File: src/rtl/seq_mult_shift_add_pkg.sv
// Shared types and defaults for the sequential shift-and-add multiplier.
package mult_pkg;

   localparam int unsigned MULT_W_DEF = 4;

   typedef enum logic [1:0] {
      IDLE,
      CALC,
      DONE
   } mult_state_t;

endpackage

File: src/rtl/seq_mult_shift_add_rca_nbit.sv
// Parameterised ripple-carry adder, purely combinational.
module rca_nbit #(
   parameter int unsigned WIDTH = mult_pkg::MULT_W_DEF
) (
   input  logic [WIDTH-1:0] a,
   input  logic [WIDTH-1:0] b,
   input  logic             cin,
   output logic [WIDTH-1:0] sum,
   output logic             cout
);

   logic carry;

   always_comb begin
      sum   = '0;
      carry = cin;
      for (int unsigned i = 0; i < WIDTH; i++) begin
         sum[i] = a[i] ^ b[i] ^ carry;
         carry  = (a[i] & b[i]) | (carry & (a[i] ^ b[i]));
      end
      cout = carry;
   end

endmodule

File: src/rtl/seq_mult_shift_add.sv
// Sequential unsigned shift-and-add multiplier: one WIDTH-bit add per clock,
// start/busy/done handshake, registered 2*WIDTH-bit product.
module seq_mult_shift_add
   import mult_pkg::*;
#(
   parameter int unsigned WIDTH = MULT_W_DEF
) (
   input  logic               clk,
   input  logic               rst_n,
   input  logic               start,
   input  logic [WIDTH-1:0]   a,
   input  logic [WIDTH-1:0]   b,
   output logic               busy,
   output logic               done,
   output logic [2*WIDTH-1:0] product
);

   localparam int unsigned CW = $clog2(WIDTH + 1);

   mult_state_t        state_q, state_d;
   logic [WIDTH-1:0]   m_q, m_d;
   logic [WIDTH-1:0]   q_q, q_d;
   logic [WIDTH-1:0]   acc_q, acc_d;
   logic [CW-1:0]      cnt_q, cnt_d;
   logic [2*WIDTH-1:0] product_q, product_d;
   logic               done_q, done_d;

   logic [WIDTH-1:0]   add_sum;
   logic               add_cout;
   logic [WIDTH-1:0]   sel_sum;
   logic               sel_c;

   rca_nbit #(.WIDTH(WIDTH)) u_rca (
      .a   (acc_q),
      .b   (m_q),
      .cin (1'b0),
      .sum (add_sum),
      .cout(add_cout)
   );

   // The add carry C is shifted into ACC's MSB in the same cycle it is produced,
   // so it never needs to persist across a clock edge.
   assign sel_sum = q_q[0] ? add_sum : acc_q;
   assign sel_c   = q_q[0] & add_cout;

   always_comb begin
      state_d   = state_q;
      m_d       = m_q;
      q_d       = q_q;
      acc_d     = acc_q;
      cnt_d     = cnt_q;
      product_d = product_q;
      done_d    = 1'b0;

      case (state_q)
         IDLE, DONE: begin
            if (start) begin
               m_d     = a;
               q_d     = b;
               acc_d   = '0;
               cnt_d   = '0;
               state_d = CALC;
            end else begin
               state_d = IDLE;
            end
         end
         CALC: begin
            acc_d = {sel_c, sel_sum[WIDTH-1:1]};
            q_d   = {sel_sum[0], q_q[WIDTH-1:1]};
            cnt_d = cnt_q + CW'(1);
            if (cnt_q == CW'(WIDTH - 1)) begin
               product_d = {acc_d, q_d};
               done_d    = 1'b1;
               state_d   = DONE;
            end
         end
         default: state_d = IDLE;
      endcase
   end

   always_ff @(posedge clk) begin
      if (!rst_n) begin
         state_q   <= IDLE;
         m_q       <= '0;
         q_q       <= '0;
         acc_q     <= '0;
         cnt_q     <= '0;
         product_q <= '0;
         done_q    <= 1'b0;
      end else begin
         state_q   <= state_d;
         m_q       <= m_d;
         q_q       <= q_d;
         acc_q     <= acc_d;
         cnt_q     <= cnt_d;
         product_q <= product_d;
         done_q    <= done_d;
      end
   end

   assign busy    = (state_q == CALC);
   assign done    = done_q;
   assign product = product_q;

endmodule

File: config.mk
export PLATFORM = sky130hd
export DESIGN_NAME = seq_mult_shift_add
export DESIGN_NICKNAME = d
export VERILOG_FILES = /design/src/rtl/seq_mult_shift_add_pkg.sv /design/src/rtl/seq_mult_shift_add_rca_nbit.sv /design/src/rtl/seq_mult_shift_add.sv
export SDC_FILE = /design/constraint.sdc
export NUM_CORES = 1
export LEC_CHECK = 0
export BUFFER_PORTS_ARGS = -buffer_cell sky130_fd_sc_hd__buf_2
export CAP_MARGIN = 20
export CELL_PAD_IN_SITES_DETAIL_PLACEMENT = 0
export CELL_PAD_IN_SITES_GLOBAL_PLACEMENT = 1
export CORE_ASPECT_RATIO = 1.25
export CORE_MARGIN = 1.5
export CORE_UTILIZATION = 40
export CTS_CLUSTER_DIAMETER = 120
export CTS_CLUSTER_SIZE = 14
export DETAILED_ROUTE_END_ITERATION = 12
export MAX_ROUTING_LAYER = met4
export PLACE_DENSITY = 0.76
export SKIP_LAST_GASP = 1
export SLEW_MARGIN = 20
export SYNTH_ARGS = -nofsm -noshare
export SYNTH_HDL_FRONTEND = slang
export SYNTH_SLANG_ARGS = --single-unit
File: constraint.sdc
create_clock -name clk -period 2.53 [get_ports clk]
set_input_delay 0.506 -clock clk [delete_from_list [all_inputs] [get_ports clk]]
set_output_delay 0.506 -clock clk [all_outputs]
set_load 0.005 [all_outputs]
# Word level (Yosys, flattened, before mapping)
# Cells that the tools add are included.
# word_totals
register_bits	26
romBits	0
in_bits	11
output_inout_bits	10
ram_bits	0
word_cells	49
mem_count	0
latchBits	0
# op_classes
addsub	1
n_eq_ne	5
n_reduce_logical	7
multipliers	0
n_shift	0
n_lt_le_gt_ge	0
n_mux	11
n_bitwise	18
div	0
# ops
op	n
4-bit case mux with 2 select lines	2
4-bit 2-to-1 mux	3
1-bit AND	8
2-bit AND reduction	4
1-bit XOR	7
3-bit case mux with 2 select lines	1
2-bit case mux with 2 select lines	1
3-bit by 1-bit adder with 3-bit output, second input constant	1
3-bit by 2-bit equality test with 1-bit output, second input constant	1
3-bit 2-to-1 mux	1
1-bit bitwise OR	3
2-bit by 1-bit equality test with 1-bit output, second input constant	1
2-bit equality test, second input constant	1
2-bit zero test	1
1-bit 2-to-1 mux	2
2-bit 2-to-1 mux	1
2-bit by 1-bit inequality test with 1-bit output, second input constant	1
2-bit inequality test, second input constant	1
2-bit nonzero test	1
2-bit OR reduction	1

# Longest topological paths before layout
# depth
word_depth	9
mapped_depth	7
depth_no_buf	7

# Cells and area by module
# Synthesis repeated with hierarchy kept, for this count alone.
# hier_totals
hier_cells	133
hier_area_um2	1207.4
# modules_own_cells
module	cells_per_inst	instances	area_each_um2	seq_area_each_um2
seq_mult_shift_add	119	1	1089.8	520.5
rca_nbit	14	1	117.6	0.0

# Worst setup path before layout
# Ideal clock, no wire load.
# synth_timing
kind	register to register
from	reg m_q[0]
to	reg acc_q[2]
stages_incl_launch_ff	8
arrival_time_ns	2.045
setup_ns	0.115
period_less_slack_ns	2.159
n_path_buf	0
slack_ns	0.371
path_cell_list	dfxtp_1 ha_1 fa_1 fa_1 fa_1 mux2i_1 nor2_1 o21a_1
# synth_via
elab_chain_cells	8
# synth_lines
item	line	text
start: declaration	seq_mult_shift_add.sv:21	logic [WIDTH-1:0] m_q, m_d;
start signal: assignment	seq_mult_shift_add.sv:92	m_q <= m_d;
1-bit AND (2 in a row)	seq_mult_shift_add_rca_nbit.sv:19	carry = (a[i] & b[i]) | (carry & (a[i] ^ b[i]));
1-bit bitwise OR	seq_mult_shift_add_rca_nbit.sv:19	
1-bit AND	seq_mult_shift_add_rca_nbit.sv:19	
1-bit bitwise OR	seq_mult_shift_add_rca_nbit.sv:19	
1-bit XOR	seq_mult_shift_add_rca_nbit.sv:18	sum[i] = a[i] ^ b[i] ^ carry;
4-bit 2-to-1 mux	seq_mult_shift_add.sv:43	assign sel_sum = q_q[0] ? add_sum : acc_q;
4-bit case mux with 2 select lines	seq_mult_shift_add.sv:55	case (state_q)
end signal: assignment	seq_mult_shift_add.sv:86	acc_q <= '0;
end signal: assignment	seq_mult_shift_add.sv:94	acc_q <= acc_d;
end: declaration	seq_mult_shift_add.sv:23	logic [WIDTH-1:0] acc_q, acc_d;
# Every way passes these cells.
# A chain may end at the register's enable or synchronous reset.

# Final worst setup path
# Same ends and word-level chain as after synthesis.

==> summary.md <==
| Metric | Value |
|---|---|
| Initial antenna violation count | 0 |
| Worst EP arrival | ~2.5 ns |
| CTS resizes | 0 |
| Most frequent cells in the layout | 26 x dfxtp_1, 20 x buf_2, 19 x nand2_1 |
| Post-synthesis compound-gate area fraction | 0.160 |
| Worst path most repeated cell | fa_1 |
| Post-Syn Area per Cell | between 9 and 10 um^2 |
| Fill cells | between 200 and 300 |
| Status | finished clean |
| Nets | approximately 150 |
| Min Tclk post-route | approximately 2.2 ns |
| DR DRC count | 0 |
| Post-route ant nets | 0 |
| Vias per cell | between 4 and 5 |
| Max Freq | between 400 and 500 MHz |
| Core area | ~2700 um^2 |
| Worst Hold Path EP | m_q[2]$_SDFFE_PN0P_ |
| RSZ-0062 raised after global routing | no |
| I/O pins | 21 |
| Clk Tree Root Cell | clkbuf_4 |
| Worst r2r path cells | 7 |
| GRT Total Usage | 0.154 |
| Placement Rows | 21 |
| Critical Path RT | between 2 and 3 ns |
| Largest family of logic cells by synthesized area | simple AND/OR/NAND/NOR gates |
| GRT met3 Usage | 0.0213 |
| Type of origin of the critical path | flip-flop |
| Share of layout cells above drive strength 1 | 0.185 |
| Largest net degree at the start of global routing | 27 |
| WP buf/inv | 0 |
| Reg clk slew, reported paths | 0.13 ns |
| Clk sinks | 26 |
| Slew Limit Headroom | 0.510 |
| Total routed wirelength | approximately 2.1 mm |
| Post-synthesis xor/xnor area fraction | 0 |
| Post-synthesis cell area | about 1200 um^2 |
| R2r startpoint | m_q[0]$_SDFFE_PN0P_ |
| Slowest stage delay, CP | 0.43 ns |
| P per Cell Area | roughly 520 nW/um^2 |
| R2R Path End | acc_q[2]$_SDFFE_PN0P_ |
| Syn. warnings | 0 |
| Setup bufs post-CTS | 0 |
| Pre-antenna DRT Iters | 4 |
| Number of synthesized flops with an enable pin | 0 |
| PortBufs | 20 |
| Hold path depth | 3 |
| Critical Path Fanout Max | 2 |
| Slew Limit Fails | 0 |
| Final worst-path cycle share | 0.889 |
| Storage cell area | ~520 um^2 |
| Num CTS Buffers | 3 |
| Starting Density | 0.428 |
| Library cells used by synthesis | 26 |
| Die ar. | 3230 um^2 |
| Post-synthesis async set-or-reset flop share | 0 |
| DR vias | 842 |
| Hold Buf Count CTS | 0 |
| CTS tree | built |
| Worst-path cell chain | ha_1, fa_1, fa_1, fa_1, mux2i_1, nor2_1, o21a_1 |
| Post-Syn Nets | roughly 140 |
| Final total negative setup slack | 0 ns |
| #FFs+latches synth | 26 |
| Clk buf depth | 2 |
| Die W | slightly above 50 um |
| Setup CP Type | reg -> reg |
| Hold_sp | a[2] |
| Ys flop type | dfxtp_1 |
| CP top delay family | adder cells |
| Maximum vdd drop | around 290 uV |
| Routability cong. | about 0.7 |
| # diodes | 0 |
| Layout Skew | slightly below 0.005 ns |
| Multiplexer area fraction after synthesis | 0.0605 |
| Area Overhead vs Synth | 9.95% |
| Multi-input logic area | 572 um^2 |
| Die height | around 63 um |
| Htree depth | 1 |
| Adder-Cell Fraction of Synth Area | 0.0843 |
| Clock latency on the worst-skew pair | slightly above 0.3 ns |
| Initial drt markers | 19 |
| Gr ovfl total | 0 |
| GR Util met1 | 0.193 |
| Post-DP HPWL | ~1.4 mm |
| Hold Crit Class | in -> reg |
| Met2 usage | 0.252 |
| Mapped Cells | 120 |
| Flop-to-flop setup slack | between 0.2 and 0.3 ns |
| GRT Max-Usage Layer | met2 |
| Wirelength per Cell | between 10 and 15 um |
| Static Leak | approximately 0.0006 uW |
| Vias in the first global route | about 850 |
| Final hold violation count | 0 |
| CP Capture Type | flip-flop |
| Synth Area in Simple Gates | 0.189 |
| Slew @ Worst Pin | roughly 0.73 ns |
| Final setup vio count | 0 |
| Min Hold Slack | about 0.42 ns |
| First-pass GRT wire length | about 3.8 mm |
| Critical path's slowest cell | fa_1 |
| Sequential share of the synthesized area | 0.450 |
| Maxcap violations | 0 |
| Most common cell after layout, fill and taps aside | dfxtp_1 |
==> state kept, by name, indices dropped and copies added, names as in the netlist <==
register and count:
q_q 4, m_q 4, state_q 2, product 8
acc_q 4, cnt_q 3, done 1
==> worst reg2reg max path: stages, from the launching register on <==
cell	delay [ns]
dfxtp_1	0.34
ha_1	0.21
fa_1	0.38
fa_1	0.39
fa_1	0.43
mux2i_1	0.18
nor2_1	0.06
o21a_1	0.18
==> how the worst max path moves through the flow <==
stage | end | from | cells after the start | slack (ns)
after floorplan | acc_q[2]$_SDFFE_PN0P_ | m_q[0]$_SDFFE_PN0P_ | 7 | 0.37
after global placement | acc_q[2]$_SDFFE_PN0P_ | m_q[0]$_SDFFE_PN0P_ | 7 | 0.32
after detailed placement | acc_q[2]$_SDFFE_PN0P_ | m_q[0]$_SDFFE_PN0P_ | 7 | 0.29
after CTS | acc_q[2]$_SDFFE_PN0P_ | m_q[0]$_SDFFE_PN0P_ | 7 | 0.28
after global routing | acc_q[2]$_SDFFE_PN0P_ | m_q[0]$_SDFFE_PN0P_ | 7 | 0.19
final | acc_q[2]$_SDFFE_PN0P_ | m_q[0]$_SDFFE_PN0P_ | 7 | 0.28
==> final cells by class <==
class                           instances  area share
Multi-Input combinational cell         83       0.449
Sequential cell                        26       0.409
Timing Repair Buffer                   21      0.0846
Tap cell                               34      0.0334
Clock buffer                            3      0.0177
Inverter                                2     0.00590
==> through the flow <==
step / total power (uW) / instance area, um^2 / utilization / std cells / worst slack (ns)
6_report: 668 / 1270 / 0.470 / 169 / 0.280
5_1_grt: 709 / 1270 / 0.470 / 169 / 0.189
4_1_cts: 682 / 1270 / 0.470 / 169 / 0.280
3_5_place_dp: 513 / 1250 / 0.462 / 166 / 0.287
3_3_place_gp: 512 / 1250 / 0.462 / 166 / 0.318
2_1_floorplan: 492 / 1160 / - / 120 / 0.371
==> where the power goes <==
group / switching [uW] / leakage, uW / internal, uW
clock: 110 / 0.0000138 / 55.6
combinational: 38.1 / 0.000372 / 29.0
sequential: 12.3 / 0.000211 / 423
total: 160 / 0.000597 / 507
==> metal layers <==
| metal | wire (um) | vias up |
|---|---|---|
| li1 | - | 437 |
| met1 | 986 | 391 |
| met3 | 57 | 2 |
| met4 | 17 | 0 |
| met5 | 0 | - |
| met2 | 1030 | 12 |
==> cell usage after synthesis (all sizes together) (4+ instances only) <==
library cell,n,area (um^2)
and3,4,25.0
mux2i,7,70.1
nor2,5,18.8
o21a,5,37.5
nor2b,4,25.0
dfxtp,26,521
o211a,4,40.0
a21boi,8,60.1
buf,7,50.1
nand2,19,71.3
o21ai,4,20.0
nand3,5,25.0
==> kinds of logic (layout without fill, tap and decap cells) <==
| group | after synthesis | count (layout) |
|---|---|---|
| simple gates | 45 | 45 |
| buf+inv | 11 | 26 |
| compound gates | 25 | 25 |
| fa+ha+maj | 6 | 6 |
| flops | 26 | 26 |
| mux | 7 | 7 |
Note: power is estimated with default switching activity, not from simulation.
